--- src/rtl/sig_dump_monitor.sv ---
// Signature-window monitor on the data-memory request port: decodes stop,
// trap and per-channel dump writes, queues dump records in a first-word
// fall-through FIFO and sequences run -> drain -> done.
// Window map: +0x00 stop, +0x08 trap, +0x10 + 8*c dump channel c.
module sig_dump_monitor #(
  parameter int unsigned ADDR_W       = 64,
  parameter int unsigned DATA_W       = 64,
  parameter logic [63:0] SIG_BASE     = 64'h0,
  parameter int unsigned NUM_CH       = 3,
  parameter int unsigned FIFO_DEPTH   = 8,
  parameter int unsigned DRAIN_CYCLES = 50,
  parameter int unsigned IDX_W        = 16,
  parameter int unsigned CNT_W        = 32,
  localparam int unsigned STRB_W      = DATA_W / 8
) (
  input  logic              clk_i,
  input  logic              rst_i,
  input  logic              mem_req_i,
  input  logic              mem_we_i,
  input  logic [ADDR_W-1:0] mem_addr_i,
  input  logic [DATA_W-1:0] mem_wdata_i,
  input  logic [STRB_W-1:0] mem_strb_i,
  input  logic [DATA_W-1:0] mem_wdata_t0_i,
  input  logic [CNT_W-1:0]  simlen_i,
  input  logic              stop_on_trap_i,
  output logic              dump_valid_o,
  input  logic              dump_ready_i,
  output logic [2:0]        dump_ch_o,
  output logic [IDX_W-1:0]  dump_idx_o,
  output logic [DATA_W-1:0] dump_data_o,
  output logic [DATA_W-1:0] dump_taint_o,
  output logic              done_o,
  output logic [1:0]        done_cause_o,
  output logic [CNT_W-1:0]  cycle_cnt_o,
  output logic [7:0]        trap_cnt_o,
  output logic [7:0]        drop_cnt_o,
  output logic              strb_err_o
);

  localparam int unsigned AW         = $clog2(FIFO_DEPTH);
  localparam int unsigned PTR_W      = AW + 1;
  localparam int unsigned DRN_W      = (DRAIN_CYCLES > 1) ? $clog2(DRAIN_CYCLES) : 1;
  localparam int unsigned DRAIN_LOAD = (DRAIN_CYCLES > 0) ? DRAIN_CYCLES - 1 : 0;

  typedef enum logic [1:0] {ST_RUN, ST_DRAIN, ST_DONE} state_e;

  state_e             state_q, state_d;
  logic [DRN_W-1:0]   drn_q, drn_d;
  logic [1:0]         cause_q, cause_d;
  logic               done_q, done_d;
  logic [CNT_W-1:0]   cyc_q, cyc_d;
  logic [7:0]         trap_q, trap_d;
  logic [7:0]         drop_q, drop_d;
  logic               strb_err_q, strb_err_d;
  logic [IDX_W-1:0]   idx_q [NUM_CH];
  logic [IDX_W-1:0]   idx_d [NUM_CH];

  logic [2:0]         mem_ch_q    [FIFO_DEPTH];
  logic [IDX_W-1:0]   mem_idx_q   [FIFO_DEPTH];
  logic [DATA_W-1:0]  mem_data_q  [FIFO_DEPTH];
  logic [DATA_W-1:0]  mem_taint_q [FIFO_DEPTH];
  logic [PTR_W-1:0]   wr_ptr_q, rd_ptr_q;

  logic [ADDR_W-1:0]  off;
  logic               wr_c, stop_hit, trap_hit, ch_hit, simlen_hit;
  logic [2:0]         rec_ch;
  logic [IDX_W-1:0]   rec_idx;
  logic               push, pop, full, empty;

  assign empty = (wr_ptr_q == rd_ptr_q);
  assign full  = (wr_ptr_q[AW] != rd_ptr_q[AW]) && (wr_ptr_q[AW-1:0] == rd_ptr_q[AW-1:0]);
  assign pop   = dump_valid_o & dump_ready_i;

  assign dump_valid_o = !empty;
  assign dump_ch_o    = mem_ch_q[rd_ptr_q[AW-1:0]];
  assign dump_idx_o   = mem_idx_q[rd_ptr_q[AW-1:0]];
  assign dump_data_o  = mem_data_q[rd_ptr_q[AW-1:0]];
  assign dump_taint_o = mem_taint_q[rd_ptr_q[AW-1:0]];

  assign done_o       = done_q;
  assign done_cause_o = cause_q;
  assign cycle_cnt_o  = cyc_q;
  assign trap_cnt_o   = trap_q;
  assign drop_cnt_o   = drop_q;
  assign strb_err_o   = strb_err_q;

  // Address decode, run/drain/done sequencing, counters and record capture.
  always_comb begin
    state_d    = state_q;
    drn_d      = drn_q;
    cause_d    = cause_q;
    cyc_d      = cyc_q;
    trap_d     = trap_q;
    drop_d     = drop_q;
    strb_err_d = strb_err_q;
    idx_d      = idx_q;
    push       = 1'b0;
    ch_hit     = 1'b0;
    rec_ch     = 3'd0;
    rec_idx    = '0;

    off        = mem_addr_i - ADDR_W'(SIG_BASE);
    wr_c       = mem_req_i & mem_we_i;
    stop_hit   = wr_c && (off == ADDR_W'(0));
    trap_hit   = wr_c && (off == ADDR_W'(8));
    simlen_hit = (simlen_i != '0) && (cyc_q == simlen_i - CNT_W'(1));

    for (int c = 0; c < int'(NUM_CH); c++) begin
      if (wr_c && (off == ADDR_W'(16 + 8 * c))) begin
        ch_hit  = 1'b1;
        rec_ch  = 3'(c);
        rec_idx = idx_q[c];
        if (state_q == ST_RUN) idx_d[c] = idx_q[c] + IDX_W'(1);
      end
    end

    case (state_q)
      ST_RUN: begin
        if (simlen_hit) begin
          state_d = ST_DONE;
          cause_d = 2'd3;
        end else if (stop_hit || (trap_hit && stop_on_trap_i)) begin
          cause_d = stop_hit ? 2'd1 : 2'd2;
          if (DRAIN_CYCLES == 0) begin
            state_d = ST_DONE;
          end else begin
            state_d = ST_DRAIN;
            drn_d   = DRN_W'(DRAIN_LOAD);
          end
        end
      end
      ST_DRAIN: begin
        if (simlen_hit || (drn_q == '0)) state_d = ST_DONE;
        else                             drn_d   = drn_q - DRN_W'(1);
      end
      default: ;
    endcase

    // The count freezes on the value held when the sequence finishes.
    if ((state_q != ST_DONE) && (state_d != ST_DONE)) cyc_d = cyc_q + CNT_W'(1);

    if (trap_hit && (trap_q != 8'hFF)) trap_d = trap_q + 8'd1;

    // Full is judged on the registered state; a same-cycle pop does not make room.
    if ((state_q == ST_RUN) && ch_hit) begin
      if (mem_strb_i != '1) strb_err_d = 1'b1;
      if (full) begin
        if (drop_q != 8'hFF) drop_d = drop_q + 8'd1;
      end else begin
        push = 1'b1;
      end
    end

    done_d = (state_d == ST_DONE);
  end

  // State, counters and FIFO storage with synchronous reset.
  always_ff @(posedge clk_i) begin
    if (rst_i) begin
      state_q    <= ST_RUN;
      drn_q      <= '0;
      cause_q    <= 2'd0;
      done_q     <= 1'b0;
      cyc_q      <= '0;
      trap_q     <= 8'd0;
      drop_q     <= 8'd0;
      strb_err_q <= 1'b0;
      wr_ptr_q   <= '0;
      rd_ptr_q   <= '0;
      for (int c = 0; c < int'(NUM_CH); c++) idx_q[c] <= '0;
      for (int i = 0; i < int'(FIFO_DEPTH); i++) begin
        mem_ch_q[i]    <= 3'd0;
        mem_idx_q[i]   <= '0;
        mem_data_q[i]  <= '0;
        mem_taint_q[i] <= '0;
      end
    end else begin
      state_q    <= state_d;
      drn_q      <= drn_d;
      cause_q    <= cause_d;
      done_q     <= done_d;
      cyc_q      <= cyc_d;
      trap_q     <= trap_d;
      drop_q     <= drop_d;
      strb_err_q <= strb_err_d;
      idx_q      <= idx_d;
      if (push) begin
        mem_ch_q[wr_ptr_q[AW-1:0]]    <= rec_ch;
        mem_idx_q[wr_ptr_q[AW-1:0]]   <= rec_idx;
        mem_data_q[wr_ptr_q[AW-1:0]]  <= mem_wdata_i;
        mem_taint_q[wr_ptr_q[AW-1:0]] <= mem_wdata_t0_i;
        wr_ptr_q                      <= wr_ptr_q + PTR_W'(1);
      end
      if (pop) rd_ptr_q <= rd_ptr_q + PTR_W'(1);
    end
  end

endmodule

--- config.mk ---
export PLATFORM = sky130hd
export DESIGN_NAME = sig_dump_monitor
export DESIGN_NICKNAME = d
export VERILOG_FILES = /design/src/rtl/sig_dump_monitor.sv
export SDC_FILE = /design/constraint.sdc
export NUM_CORES = 2
export LEC_CHECK = 0
export ABC_AREA = 0
export BUFFER_PORTS_ARGS = -buffer_cell sky130_fd_sc_hd__buf_2
export CORE_MARGIN = 5
export CORE_UTILIZATION = 55
export CTS_CLUSTER_DIAMETER = 150
export DETAILED_ROUTE_END_ITERATION = 12
export GPL_TIMING_DRIVEN = 0
export HOLD_SLACK_MARGIN = 0.06
export PLACE_DENSITY_LB_ADDON = 0.15
export SKIP_CTS_REPAIR_TIMING = 1
export SYNTH_ARGS = -nofsm -noshare
export SYNTH_HDL_FRONTEND = slang
export SYNTH_SLANG_ARGS = --single-unit
--- constraint.sdc ---
create_clock -name clk_i -period 21.5 [get_ports clk_i]
set_clock_uncertainty 0.15 [all_clocks]
set_input_delay 2.15 -clock clk_i [delete_from_list [all_inputs] [get_ports clk_i]]
set_output_delay 2.15 -clock clk_i [all_outputs]
set_load 0.005 [all_outputs]
---- Yosys cells after proc, flatten, opt, wreduce, memory -nomap -nowiden ----
Memory sizes are Yosys's and may differ from the RTL's. A register that Yosys moved wholly into a read port is not among the register bits.
Index checks and enable logic that the tools add are counted.
Widths: inputs -> output; s select.
word-level totals
  RAM bits ................................ 1176
  register bits after elaboration ......... 116
  memories ................................ 4
memories
  name         words  width  rd ports  clocked after memory_dff  write ports  RTL line  source
  mem_data_q   8      64     1         1                         8            60        logic [DATA_W-1:0] mem_data_q [FIFO_DEPTH];
  mem_taint_q  8      64     1         1                         8            61        logic [DATA_W-1:0] mem_taint_q [FIFO_DEPTH];
  mem_idx_q    8      16     1         1                         8            59        logic [IDX_W-1:0] mem_idx_q [FIFO_DEPTH];
  mem_ch_q     8      3      1         1                         8            58        logic [2:0] mem_ch_q [FIFO_DEPTH];
cells by class
  bitwise logic cells ..................... 2
  equal/unequal tests ..................... 18
  reduce and logical (&&, ||, !) cells .... 31
  add/subtract/negate cells ............... 10
  muxes and demuxes ....................... 46
operators with widths
  kind                   number
  $eq 64x5->1 const B    2
  $mux 64                2
  $reduce_or 64->1       2
  $eq 64x4->1 const B    1
  $eq 64x6->1 const B    1
  $logic_not 64->1       1
  $mux 16                4
  $add 16x1->16 const B  3
  $mux 3                 14
  $add 32x1->32 const B  1
  $eq 32x32->1           1
  $reduce_bool 32->1     1
  $sub 32x1->32 const B  1
  $ne 8x8->1 const B     3
  $mux 6                 3
  $add 8x1->8 const B    2
  $reduce_or 16->1       1
  $mux 1                 15
  $mux 2                 6
  $pmux 6 s2             1
  $logic_and 1x1->1      11
  $reduce_and 2->1       5
  $add 4x1->4 const B    2
  $ne 2x2->1 const B     4
  other kinds (17)       20

---- Depth between registers and ports, before layout ----
  depth after elaboration ................. 12
  gate-level depth with buffers ........... 14
  gate-level depth less buffers ........... 11

---- Worst setup path before layout ----
No wires, ideal clock.
  path type ............................... input port to flip-flop
  start point ............................. in mem_addr_i[31]
  end point ............................... mem mem_ch_q[2][0], enable pin
  arrival ................................. 7745 ps
  path slack .............................. 13073 ps
  stages .................................. 10
  cell sequence ........................... or4_1 > nor4_2 > nand3_1 > a21o_1 > nand2b_1 > nor3_1 > buf_2 > buf_4 > nand2_2 > nand2b_1
RTL lines
  what         RTL line  source
  from (decl)  20        input logic [ADDR_W-1:0] mem_addr_i,
  to (decl)    58

==> flow_summary_export.csv <==
group,metric,value,unit
synthesis,muxShareOfSynthArea,14.43,%
cts,cts_sinks,1287,
floorplanning,start_util,55.20,%
sta,fin_crit,7.044,ns
critical_path,cp_cell_sequence,"buf_2 -> nor4_1 -> nand4_1 -> nor4_2 -> nand3_1 -> a21o_1 -> nand2b_1 -> nor3_1 -> buf_2 -> buf_4 -> nand2_2 -> nand2b_4 -> buf_12 -> buf_16",
place,detailedPlace.worstSlack,13.73,ns
sta,tightest_slew,1.493,ns
cts,cts_root_buf,"clkbuf_16",
synthesis,synth-warning-count,0,
synthesis,synth-simple-area-share,16.38,%
grt,grt_use_total,30.02,%
synthesis,synth_compound_area_share,1.601,%
synthesis,synth_xor_area_share,1.354,%
critical_path,reg2reg_slack,16.70,ns
synthesis,synth_edf_count,1168,
place,dpl.hpwl,112.6,mm
outcome,violations,"capacitance limit",
critical_path,critPathBufInv,5,
pwr,p_per_area,79.45,nW/um^2
critical_path,r2r-start,"wr_ptr_q[0]",
critical_path,start_kind,"input port",
critical_path,cp_num_cells,14,
cts,htree_levels,4,
sta,setup_ws,14.46,ns
grt,grt_overflow,0,
cts,numCtsBuffers,137,
critical_path,timing.rr.end,"mem_taint_q[0][15]",
sta,tns,0,ns
routing,route.antenna.remaining_nets,0,
synthesis,synth_fa_ha_area_share,0.2551,%
sta,drv_slew,0,
min_path,holdCritPathClass,"reg -> reg",
sta,fmaxAchievable,142.0,MHz
critical_path,endpoint,"mem_taint_q[0][15]",
routing,firstDrtPassIters,6,
routing,vias,38530,
place,place_congestion,0.9141,
synthesis,synthTopCellsByArea,"edfxtp_1, mux4_2, and3_1, dfxtp_1, mux2_2",
floorplanning,die-area,113600,um^2
cts,path_clk_slew,0.06,ns
grt,grt_pass1_wl,251.0,mm
synthesis,synth_cells,4034,
synthesis,synth_common_cells,"edfxtp_1, and3_1, mux4_2",
critical_path,ff2ff_path_depth,12,
pwr,ir_drop,63.20,uV
routing,vias_per_cell,6.244,
layout,num-nets-final,4880,
outcome,outcome,"finished, violations left",
routing,wirelength,171.3,mm
synthesis,ys_seq_area_share,63.65,%
critical_path,critical_path.top_delay_family,"simple AND/OR/NAND/NOR gates",
sta,rsz0062_at_grt,"no",
routing,drt-initial-drc-count,4337,
synthesis,yosys_register_bits,1287,
floorplanning,num_rows,120,
critical_path,cp-startpoint,"mem_addr_i[43]",
routing,drcViolationCount,0,
cts,clock_path_buffers,3,
pwr,p_leak,25.48,nW
grt,antenna_found_initial,45,
critical_path,crit_top_cell,"buf_2",
sta,finalHoldViolCount,0,
layout,stdcell_count,6171,
critical_path,criticalPathCategory,"in -> reg",
sta,min_period_over_period,32.76,%
grt,grt_max_degree,52,
synthesis,synth_area_leader_cell,"edfxtp_1",
layout,drive_above_1_share,24.19,%
critical_path,crit_path_max_incr_delay,0.62,ns
critical_path,crit_path_end_kind,"register",
floorplanning,die_h,337.1,um
synthesis,synth_top_family_by_area,"simple AND/OR/NAND/NOR gates",
job,drv_cap,1,
critical_path,slowest_stage,"nand2b_4",
cts,cts_tree,"yes",
critical_path,arrival,7.30,ns
cts,clkLatencyLatePin,0.75,ns
synthesis,async_reset_ff_share,0,%
routing,wl_per_cell,27.76,um
place,port_buffers,434,
synthesis,ys_types,67,
synthesis,synthFlopType,"edfxtp_1",
place,dpl.cell_count,5894,
synthesis,synth.most_common_cell,"edfxtp_1",
synthesis,synth_top_area_share,59.60,%
floorplanning,die_x,337.1,um
sta,slew_headroom,0.4461,%
floorplanning,pin_count,438,
synthesis,syn_avg_cell_area,14.59,um^2
critical_path,cp.required,21.76,ns
layout,area_delta_synth_final,15.27,%
critical_path,worstPathMaxFanout,37,
sta,setup_viol,0,
synthesis,syn_nets,4284,
grt,grt_pass1_vias,39450,
synthesis,syn_area,58850,um^2
floorplanning,core,106600,um^2
## cell families (layout without fill, tap and decap cells)
logic type               after synthesis  in the layout
buffers and inverters                349           1053
XOR/XNOR                              91             91
multiplexers                         465            465
other                                  1             31
AND/OR/NAND/NOR                     1667           1667
flip-flops                          1287           1287
AO/OA/AOI/OAI                        162            162
adder cells (fa/ha/maj)               12             12
## sequential cells by signal, indices dropped and copies added, names as in the netlist, named ones only
signal,count
mem_idx_q,128
idx_q,48
mem_ch_q,16
done_o,1
trap_cnt_o,8
strb_err_o,1
state_q,2
drn_q,6
done_cause_o,2
mem_taint_q,512
drop_cnt_o,8
mem_data_q,512
cycle_cnt_o,32
wr_ptr_q,4
rd_ptr_q,4
## worst min path at each step
stage	slack (ns)	to	startpoint	cells after the start
after floorplan	0.30	drn_q[5]	drn_q[5]	1
after global placement	0.30	strb_err_o	strb_err_o	2
after detailed placement	0.31	strb_err_o	strb_err_o	2
after CTS	0.33	strb_err_o	strb_err_o	2
after global routing	0.38	idx_q[30]	idx_q[30]	2
final	0.33	strb_err_o	strb_err_o	2
## stage by stage
step | total power (W) | utilization [%] | hold slack (ns) | instance area (um^2)
2_1_floorplan | 0.003021 | - | 0.2995 | 58850
3_3_place_gp | 0.003152 | 58.89 | 0.3022 | 62780
3_5_place_dp | 0.003144 | 59.53 | 0.3140 | 63460
4_1_cts | 0.005404 | 63.56 | 0.3259 | 67760
5_1_grt | 0.005536 | 63.59 | 0.3837 | 67780
6_report | 0.005389 | 63.64 | 0.3303 | 67840
## cells in the final DEF (no fill, tap or decap), drive strengths merged, types with 23 or more instances in the layout
| cell type | instances |
|---|---|
| a21oi | 74 |
| and2 | 266 |
| and3 | 788 |
| buf | 522 |
| clkbuf | 439 |
| clkinv | 56 |
| dfxtp | 119 |
| diode | 30 |
| edfxtp | 1168 |
| inv | 23 |
| mux2 | 148 |
| mux2i | 25 |
| mux4 | 292 |
| nand2 | 67 |
| nand3 | 47 |
| nand4 | 31 |
| nor2 | 265 |
| nor3 | 43 |
| nor4 | 29 |
| o21ai | 43 |
| or3 | 44 |
| xnor2 | 45 |
| xor2 | 46 |
## worst register-to-register path, stage by stage, from the launching register on
cell      delay (ns)
dfxtp_1         0.34
clkbuf_1        0.57
xor2_1          0.21
nor3_1          0.09
nand2b_1        0.16
nand2b_1        0.13
nor3_1          0.44
buf_2           0.57
buf_4           0.33
nand2_2         0.22
nand2b_4        0.62
buf_12          0.31
buf_16          0.28
## report_power, final
group | switching, W | leakage (nW) | internal, W
clock | 0.000977 | 2.10 | 0.00132
sequential | 0.0000300 | 12.0 | 0.00283
combinational | 0.000136 | 11.3 | 0.0000940
total | 0.00114 | 25.5 | 0.00425
## final cells by class
type,count,area [um^2]
Inverter,18,67.56
Clock inverter,74,624.3
Buffer,331,1297
Multi-Input combinational cell,2398,20080
Fill cell,8024,38770
Antenna cell,30,75.07
Clock buffer,173,3680
Timing Repair Buffer,457,2798
Sequential cell,1287,37460
Tap cell,1403,1755
## per-layer routing
metal | share of wire (%) | track usage, % | vias to the layer above | wire [um]
met1 | 38 | 40.09 | 19380 | 65260
met3 | 10 | 7.555 | 290 | 17380
met4 | 2.7 | 9.160 | 22 | 4653
met5 | 0.082 | 0 | - | 140
li1 | - | - | 16790 | -
met2 | 49 | 49.30 | 2058 | 83870
Power figures use the tool's default switching activity.
